## config.mk

```make
export PLATFORM = sky130hd
export DESIGN_NAME = uart_tx_frame
export DESIGN_NICKNAME = d
export VERILOG_FILES = /design/src/rtl/uart_pkg.sv /design/src/rtl/uart_baud_gen.sv /design/src/rtl/uart_tx_frame.sv
export SDC_FILE = /design/constraint.sdc
export NUM_CORES = 1
export LEC_CHECK = 0
export CAP_MARGIN = 20
export CORE_MARGIN = 2
export CORE_UTILIZATION = 45
export CTS_CLUSTER_DIAMETER = 40
export DETAILED_ROUTE_END_ITERATION = 8
export HOLD_SLACK_MARGIN = 0.15
export PLACE_DENSITY = 0.65
export SLEW_MARGIN = 20
export SYNTH_ARGS = -nofsm -noshare
export SYNTH_HDL_FRONTEND = slang
export SYNTH_HIERARCHICAL = 1
export SYNTH_SLANG_ARGS = --single-unit
```

## constraint.sdc

```tcl
create_clock -name clk -period 5.9 [get_ports clk]
set_input_delay 1.18 -clock clk [delete_from_list [all_inputs] [get_ports clk]]
set_output_delay 1.18 -clock clk [all_outputs]
set_load 0.005 [all_outputs]
```

## src/rtl/uart_pkg.sv

```systemverilog
// Shared UART definitions: parity modes, transmitter FSM encoding and default baud divisor.
package uart_pkg;

    localparam int PAR_NONE = 0;
    localparam int PAR_EVEN = 1;
    localparam int PAR_ODD  = 2;

    localparam int DEFAULT_CLKS_PER_BIT = 868;

    typedef enum logic [2:0] {
        ST_IDLE   = 3'd0,
        ST_START  = 3'd1,
        ST_DATA   = 3'd2,
        ST_PARITY = 3'd3,
        ST_STOP   = 3'd4
    } tx_state_e;

endpackage

```

## src/rtl/uart_baud_gen.sv

```systemverilog
// Bit-period timer: counts 0..CLKS_PER_BIT-1 while enabled and flags the last clock of each period.
module uart_baud_gen
    import uart_pkg::*;
#(
    parameter int CLKS_PER_BIT = DEFAULT_CLKS_PER_BIT
) (
    input  logic clk,
    input  logic reset,
    input  logic clear,
    input  logic enable,
    output logic bit_tick
);

    localparam int CW = $clog2(CLKS_PER_BIT);
    localparam logic [CW-1:0] LAST_CNT = CW'(CLKS_PER_BIT - 1);

    logic [CW-1:0] cnt_q;
    logic [CW-1:0] cnt_d;

    // Next count: clear wins so a new frame always starts a fresh bit period.
    always_comb begin
        cnt_d = cnt_q;
        if (clear) begin
            cnt_d = '0;
        end else if (enable) begin
            if (cnt_q == LAST_CNT) begin
                cnt_d = '0;
            end else begin
                cnt_d = cnt_q + CW'(1);
            end
        end else begin
            cnt_d = cnt_q;
        end
    end

    // Counter register.
    always_ff @(posedge clk) begin
        if (reset) begin
            cnt_q <= '0;
        end else begin
            cnt_q <= cnt_d;
        end
    end

    assign bit_tick = enable & ~clear & (cnt_q == LAST_CNT);

endmodule

```

## src/rtl/uart_tx_frame.sv

```systemverilog
// UART transmitter: one word per valid/ready handshake, LSB first, optional parity, 1 or 2 stop bits.
module uart_tx_frame
    import uart_pkg::*;
#(
    parameter int CLKS_PER_BIT = DEFAULT_CLKS_PER_BIT,
    parameter int DATA_BITS    = 8,
    parameter int PARITY_MODE  = PAR_EVEN,
    parameter int STOP_BITS    = 1
) (
    input  logic                 clk,
    input  logic                 reset,
    input  logic [DATA_BITS-1:0] tx_data_in,
    input  logic                 tx_valid,
    output logic                 tx_ready,
    output logic                 tx_data,
    output logic                 tx_busy,
    output logic                 tx_done
);

    if (CLKS_PER_BIT < 2) begin : g_bad_cpb
        $error("uart_tx_frame: CLKS_PER_BIT must be >= 2");
    end
    if (DATA_BITS < 5 || DATA_BITS > 9) begin : g_bad_db
        $error("uart_tx_frame: DATA_BITS must be 5..9");
    end
    if (PARITY_MODE != PAR_NONE && PARITY_MODE != PAR_EVEN && PARITY_MODE != PAR_ODD) begin : g_bad_par
        $error("uart_tx_frame: PARITY_MODE must be 0, 1 or 2");
    end
    if (STOP_BITS != 1 && STOP_BITS != 2) begin : g_bad_stop
        $error("uart_tx_frame: STOP_BITS must be 1 or 2");
    end

    localparam int IW = $clog2(DATA_BITS);
    localparam logic [IW-1:0] LAST_IDX  = IW'(DATA_BITS - 1);
    localparam logic          LAST_STOP = 1'(STOP_BITS - 1);
    localparam logic          HAS_PAR   = (PARITY_MODE != PAR_NONE);

    function automatic logic calc_parity(input logic [DATA_BITS-1:0] w);
        if (PARITY_MODE == PAR_ODD) begin
            return ~(^w);
        end else begin
            return ^w;
        end
    endfunction

    tx_state_e            state_q, state_d;
    logic [DATA_BITS-1:0] shift_q, shift_d;
    logic [IW-1:0]        bit_idx_q, bit_idx_d;
    logic                 stop_cnt_q, stop_cnt_d;
    logic                 parity_q, parity_d;
    logic                 tx_data_q, tx_data_d;
    logic                 tx_ready_q, tx_ready_d;
    logic                 tx_busy_q, tx_busy_d;
    logic                 tx_done_q, tx_done_d;
    logic                 accept_s;
    logic                 bit_tick_s;

    assign accept_s = tx_valid & tx_ready_q;

    uart_baud_gen #(
        .CLKS_PER_BIT(CLKS_PER_BIT)
    ) u_baud (
        .clk     (clk),
        .reset   (reset),
        .clear   (accept_s),
        .enable  (state_q != ST_IDLE),
        .bit_tick(bit_tick_s)
    );

    // Next-state, shift register and line level; tx_data_d is the level for the coming bit period.
    always_comb begin
        state_d    = state_q;
        shift_d    = shift_q;
        bit_idx_d  = bit_idx_q;
        stop_cnt_d = stop_cnt_q;
        parity_d   = parity_q;
        tx_data_d  = tx_data_q;
        tx_done_d  = 1'b0;
        case (state_q)
            ST_IDLE: begin
                tx_data_d = 1'b1;
                if (accept_s) begin
                    state_d    = ST_START;
                    shift_d    = tx_data_in;
                    parity_d   = calc_parity(tx_data_in);
                    bit_idx_d  = '0;
                    stop_cnt_d = 1'b0;
                    tx_data_d  = 1'b0;
                end else begin
                    state_d = ST_IDLE;
                end
            end
            ST_START: begin
                if (bit_tick_s) begin
                    state_d   = ST_DATA;
                    tx_data_d = shift_q[0];
                    shift_d   = shift_q >> 1;
                    bit_idx_d = '0;
                end else begin
                    state_d = ST_START;
                end
            end
            ST_DATA: begin
                if (bit_tick_s) begin
                    if (bit_idx_q == LAST_IDX) begin
                        if (HAS_PAR) begin
                            state_d   = ST_PARITY;
                            tx_data_d = parity_q;
                        end else begin
                            state_d    = ST_STOP;
                            tx_data_d  = 1'b1;
                            stop_cnt_d = 1'b0;
                        end
                    end else begin
                        tx_data_d = shift_q[0];
                        shift_d   = shift_q >> 1;
                        bit_idx_d = bit_idx_q + IW'(1);
                    end
                end else begin
                    state_d = ST_DATA;
                end
            end
            ST_PARITY: begin
                if (bit_tick_s) begin
                    state_d    = ST_STOP;
                    tx_data_d  = 1'b1;
                    stop_cnt_d = 1'b0;
                end else begin
                    state_d = ST_PARITY;
                end
            end
            ST_STOP: begin
                tx_data_d = 1'b1;
                if (bit_tick_s) begin
                    if (stop_cnt_q == LAST_STOP) begin
                        state_d   = ST_IDLE;
                        tx_done_d = 1'b1;
                    end else begin
                        stop_cnt_d = stop_cnt_q + 1'b1;
                    end
                end else begin
                    state_d = ST_STOP;
                end
            end
            default: begin
                state_d   = ST_IDLE;
                tx_data_d = 1'b1;
            end
        endcase
        tx_ready_d = (state_d == ST_IDLE);
        tx_busy_d  = (state_d != ST_IDLE);
    end

    // State and output registers; reset aborts any frame and drives the line high.
    always_ff @(posedge clk) begin
        if (reset) begin
            state_q    <= ST_IDLE;
            shift_q    <= '0;
            bit_idx_q  <= '0;
            stop_cnt_q <= 1'b0;
            parity_q   <= 1'b0;
            tx_data_q  <= 1'b1;
            tx_ready_q <= 1'b1;
            tx_busy_q  <= 1'b0;
            tx_done_q  <= 1'b0;
        end else begin
            state_q    <= state_d;
            shift_q    <= shift_d;
            bit_idx_q  <= bit_idx_d;
            stop_cnt_q <= stop_cnt_d;
            parity_q   <= parity_d;
            tx_data_q  <= tx_data_d;
            tx_ready_q <= tx_ready_d;
            tx_busy_q  <= tx_busy_d;
            tx_done_q  <= tx_done_d;
        end
    end

    assign tx_data  = tx_data_q;
    assign tx_ready = tx_ready_q;
    assign tx_busy  = tx_busy_q;
    assign tx_done  = tx_done_q;

endmodule

```

==> metrics, run 1 <==
num ports=15; CP Launch Point=tx_valid; H-tree Lvls=2; Final Max Slew Viols=0; ys async rst share=0%; hold_sp=shift_q[7]; Root Buffer=clkbuf_4; global-route wire length before repair=5580 µm; Clk Latency, worst-skew pair=0.33 ns; cell internal pwr=338 µW; Lkg Pwr=0.595 nW; vias per cell=5.62; Syn Inst Count=178; Worst Reg-to-Reg Cells=7; period utilisation layout=49.2%; Worst path slowest cell=nor2_1; synthesis-to-layout area growth=13.1%; fraction of layout cells with a size suffix above 1=10.6%; register area=581 µm²; clock skew=0.0122 ns; Worst R2R End=shift_q[5]; final-stage net count=202; Psw=112 µW; syn_area_per_cell=8.77 µm²; DRC=0; Synth Register Bits=29; # diodes=0; core box area=3340 µm²; Net Sw Frac=25.0%; Post-synth EDFFs=0; Initial DRC Count=143; Core Rows=21; critical path class=in2reg; synthesized net count=193; DP HPWL=2340 µm; GR Overflow Total=0; total CTS buffers=5; Top FF cell, synth=dfxtp_1; Final Hold Vio Count=0; MaxCap Viol Count=0; drt wl/cell=13.6 µm; Max Clk Rate=0.345 GHz; Setup-failing EPs final=0; die height=62.9 µm; Initial Util=46.8%; via count=1314; Port Buf Inserts=14; Finished Core Util=52.9%; clock-pin slew on the worst setup and hold paths=0.09 ns; Slew HR=34.8%; vias in the first global route=1271; routability cong.=0.836; crit-path max cell delay=0.46 ns; Fillers=330; CTS tree=done; setup tns final=0 ns; RSZ-0062 raised after global routing=no; mapped cell area=1560 µm²; Setup Fix Bufs, Post-CTS=0; gr usage total=17.8%; Worst setup EP type=flip-flop; DR pass1 iterations=4; Peak VDD IR=0.175 mV; Yosys warnings=6; Hold Path Class=reg2reg; die area=3950 µm²; critical path arrival=3.13 ns; WHS Path Cells=2; Clock Power Share=37.8%; Reg2Reg Setup Slack=3.16 ns; die width=62.9 µm; combinational fraction of design power=15.0%; CTS Hold Bufs=0; post-synthesis sequential area ratio=37.2%; largest net degree at the start of global routing=21; Synth cell types=47; worst path required time=6.13 ns; Reg2Reg Launch Point=state_q[2]; Period minus WS final=2.90 ns; Crit Path Max Fanout=9; CP Launch Type=input pin; post-cts repair resize count=0; initial antenna violation count=0; Flop pwr share=47.3%; status=completed; post-route ant nets=0; area of the multi-input gates=886 µm²; Power Density=255 nW/µm²; CTS max path bufs=2; Slew @ Worst Pin=0.972 ns; crit-path cells=clkdlybuf4s50_1 -> nand2_1 -> inv_1 -> nor2_1 -> o21ba_1 -> a21oi_1 -> a311oi_1; WL final=3190 µm; WHS Endpoint=shift_q[6]; clk sinks=29
power groups by stage:
stage | Sequential (mW) | Clock, mW | Combinational [mW]
2_1_floorplan | 0.215 | 0 | 0.0511
3_3_place_gp | 0.217 | 0 | 0.0647
3_5_place_dp | 0.217 | 0 | 0.0668
4_1_cts | 0.213 | 0.173 | 0.0671
5_1_grt | 0.214 | 0.184 | 0.0738
6_report | 0.213 | 0.170 | 0.0673
metrics by stage:
| stage | hold WS (ns) | worst slack (ns) | instances | power, mW | cell area [µm²] |
|---|---|---|---|---|---|
| after global routing | 0.519 | 2.82 | 234 | 0.472 | 1760 |
| final | 0.484 | 3.00 | 234 | 0.450 | 1760 |
| after global placement | 0.467 | 2.81 | 226 | 0.282 | 1680 |
| after CTS | 0.487 | 3.01 | 234 | 0.453 | 1760 |
| after floorplan | 0.454 | 3.48 | 178 | 0.266 | 1560 |
| after detailed placement | 0.474 | 2.69 | 226 | 0.284 | 1680 |
worst max-delay path, delay by kind of cell:
| kind | cells | cell delay (ns) |
|---|---|---|
| buf+inv | 2 | 0.50 |
| compound gates | 3 | 0.81 |
| simple gates | 2 | 0.63 |
layer usage:
metal	GRT usage, %	share of wire (%)	vias to the layer above
met1	20.7	44	615
li1	-	-	668
met2	29.7	50	21
met3	4.86	3.5	10
met5	0	0	-
met4	8.89	2.5	0
worst max-delay path by stage:
stage	end	slack (ns)	cells after the start
after global routing	shift_q[5]	2.82	7
after floorplan	shift_q[0]	3.48	8
after CTS	shift_q[5]	3.01	7
final	shift_q[5]	3.00	7
after detailed placement	shift_q[5]	2.69	7
after global placement	shift_q[2]	2.81	7
kinds of logic after synthesis:
group           after synthesis  share of synthesized area, %
compound gates               55                          23.7
xor+xnor                     13                          7.30
fa+ha+maj                     4                          3.21
buf+inv                      16                          6.01
flops                        29                          37.2
mux                           1                         0.642
simple gates                 60                          22.0
cell type report:
class | instances | share of cell area [%]
tap | 46 | 3.26
inverter | 4 | 0.851
clock buffer | 7 | 3.12
multi-input combinational | 133 | 50.2
sequential | 29 | 32.9
timing repair buffer | 14 | 7.94
clock inverter | 1 | 1.70
cell usage after synthesis, types with 2 or more instances:
cell / number / area, µm²
buf_4: 2 / 15.0
nand3_1: 7 / 35.0
xor2_1: 4 / 35.0
clkbuf_1: 4 / 15.0
o211ai_1: 2 / 15.0
nor2_1: 11 / 41.3
a311oi_1: 7 / 61.3
o21ai_1: 6 / 30.0
ha_1: 4 / 50.1
dfxtp_1: 29 / 581
o21ai_0: 11 / 55.1
a21oi_1: 17 / 85.1
nand4b_1: 2 / 17.5
or3_1: 3 / 18.8
buf_2: 3 / 15.0
inv_1: 3 / 11.3
nand2_1: 15 / 56.3
buf_6: 3 / 33.8
xnor2_1: 9 / 78.8
nand4_1: 5 / 31.3
nor2_4: 2 / 22.5
nor3_1: 4 / 20.0
sequential cells by signal, indices dropped and copies added, names as in the netlist:
register      cells
tx_busy           1
parity_q          1
bit_idx_q         3
shift_q           8
tx_done           1
tx_ready          1
u_baud/cnt_q     10
state_q           3
tx_data           1
layout by cell type, fill, tap and decap left out, drive strengths merged, types with 4 or more instances in the layout:
master and count:
dfxtp 29, nor3 4, o21ai 17, nand3 7, inv 4, a311oi 7
xnor2 9, or3 5, nand2 15, nor2 14, clkdlybuf4s50 14, clkbuf 7
a21oi 18, nand4 6, xor2 4, ha 4
Power figures use the tool's default switching activity.
==> run 2, diff against run 1 <==
clock period = 2.9 ns   (was 5.9 ns; I/O delays follow)
==> metrics, run 2 (same netlist as run 1, synthesis figures left out) <==
status=completed; routability cong.=0.831 (-0.63%); Clock Power Share=30.3% (-7.5 points); # diodes=0 (unchanged); CP Launch Point=state_q[0]; core box area=3340 µm² (unchanged); num ports=15 (unchanged); most flop-heavy register=u_baud/cnt_q; top flop regs=u_baud/cnt_q (10), shift_q (8); via count=1335 (+1.6%); largest net degree at the start of global routing=20 (-4.8%); most frequent cells in the layout=29 x dfxtp_1, 17 x a21oi_1, 15 x nand2_1; hold_sp=shift_q[1]; WL final=3110 µm (-2.4%); Setup Fix Bufs, Post-CTS=0 (unchanged); Clk Latency, worst-skew pair=0.32 ns (about the same); post-cts repair resize count=0 (unchanged); critical path arrival=2.44 ns (-0.69 ns); cell internal pwr=596 µW (+77%); Flop pwr share=53.1% (+5.8 points); Worst R2R End=shift_q[5]; crit-path cells=xnor2_1 -> o21ba_1 -> a21oi_1 -> a311oi_1; Max Clk Rate=0.452 GHz; Fillers=319 (-3.3%); Hold Path Class=reg2reg; Final Max Slew Viols=0 (unchanged); H-tree Lvls=2 (unchanged); Reg2Reg Launch Point=state_q[0]; WHS Path Cells=2 (unchanged); vias per cell=5.63 (+0.31%); Crit path max-delay family=XOR/XNOR gates; Slew @ Worst Pin=1.04 ns (+0.0698 ns); drt wl/cell=13.1 µm (-3.6%); MaxCap Viol Count=0 (unchanged); die width=62.9 µm (unchanged); initial antenna violation count=0 (unchanged); GR Overflow Total=0 (unchanged); Crit Path Max Fanout=11 (+2); Largest register FFs=10 (unchanged); die area=3950 µm² (unchanged); Worst path slowest cell=xnor2_1; total CTS buffers=5 (unchanged); Period minus WS final=2.21 ns; setup tns final=0 ns (unchanged); worst path required time=3.13 ns (-3.00 ns); Global Route met2 Usage=30.7% (+1.1 points); met1 Usage GRT=18.7% (-2.0 points); Reg2Reg Setup Slack=0.69 ns (-2.47 ns); Net Sw Frac=26.8% (+1.8 points); CTS Hold Bufs=0 (unchanged); Core Rows=21 (unchanged); period utilisation layout=76.2%; Final Hold Vio Count=0 (unchanged); clk sinks=29 (unchanged); Initial Util=46.8% (unchanged); DR pass1 iterations=4 (unchanged); critical path class=reg2reg; Worst Reg-to-Reg Cells=4 (-3); DRC=0 (unchanged); crit-path max cell delay=0.88 ns (+0.42 ns); Root Buffer=clkbuf_4; gr busiest metal=met2; Port Buf Inserts=14 (unchanged); WHS Endpoint=shift_q[0]; Worst Path Buf+Inv=0 (-2); RSZ-0062 raised after global routing=no; Psw=218 µW (+94%); CP Launch Type=flip-flop; synthesis-to-layout area growth=13.1% (unchanged); Power Density=462 nW/µm² (+81%); Initial DRC Count=40 (-72%); Slew HR=30.1% (-4.7 points); Worst setup EP type=flip-flop; placed cells=230 (+1.8%); final-stage net count=206 (+2.0%); clock skew=0.00510 ns (-0.00712 ns); fraction of layout cells with a size suffix above 1=12.0% (+1.4 points); vias in the first global route=1314 (+3.4%); CTS max path bufs=2 (unchanged); DP HPWL=2380 µm (+1.9%); Peak VDD IR=0.243 mV (+39%); Setup-failing EPs final=0 (unchanged); gr usage total=17.1% (-0.64 points); die height=62.9 µm (unchanged); CTS tree=done; post-route ant nets=0 (unchanged); global-route wire length before repair=5460 µm (-2.1%); Lkg Pwr=0.602 nW (+1.2%); Layout Cells excl Fill=237 (+1.3%); combinational fraction of design power=16.6% (+1.6 points); commonest non-fill, non-tap cell in the layout=dfxtp_1; clock-pin slew on the worst setup and hold paths=0.09 ns (about the same); met3 usage=4.50% (-0.36 points)
==> run 2: cell type report <==
| type | count | area [µm²] | area share, % |
|---|---|---|---|
| Clock buffer | 7 | 55.1 | 3.12 |
| Timing Repair Buffer | 18 | 170 | 9.65 |
| Inverter | 4 | 15.0 | 0.851 |
| Multi-Input combinational cell | 133 | 886 | 50.2 |
| Tap cell | 46 | 57.6 | 3.26 |
| Sequential cell | 29 | 581 | 32.9 |
==> run 2: how the worst max path moves through the flow <==
stage,endpoint,depth (start not counted)
6_report,shift_q[5],4
4_1_cts,shift_q[5],4
5_1_grt,shift_q[4],4
2_1_floorplan,shift_q[2],11
3_5_place_dp,shift_q[5],7
3_3_place_gp,shift_q[0],7
==> run 2: stage by stage <==
step           utilization [%]  setup WS, ns  power, mW  area (µm²)  hold slack, ns
4_1_cts                   52.9         0.702      0.819        1760           0.494
3_5_place_dp              51.2         0.607      0.578        1710           0.481
3_3_place_gp              51.2         0.748      0.573        1710           0.465
5_1_grt                   52.9         0.494      0.851        1760           0.517
6_report                  52.9         0.689      0.815        1760           0.490
2_1_floorplan                -         0.825      0.540        1560           0.454
==> run 2: layer usage <==
layer / up-vias / wire length [µm]
met1: 639 / 1330
met2: 20 / 1620
met3: 5 / 111
li1: 671 / -
met5: - / 0
met4: 0 / 49
==> run 2: worst reg2reg max path, cell delays in order, from the launching register on <==
cell and delay (ns):
dfxtp_1 0.43, xnor2_1 0.88, o21ba_1 0.40, a21oi_1 0.13, a311oi_1 0.27
==> run 2: power groups by stage <==
stage | Sequential (mW) | Clock, mW | Combinational, mW
after floorplan | 0.436 | 0 | 0.104
after global placement | 0.441 | 0 | 0.132
after detailed placement | 0.442 | 0 | 0.136
after CTS | 0.433 | 0.250 | 0.136
after global routing | 0.436 | 0.265 | 0.150
final | 0.433 | 0.247 | 0.135
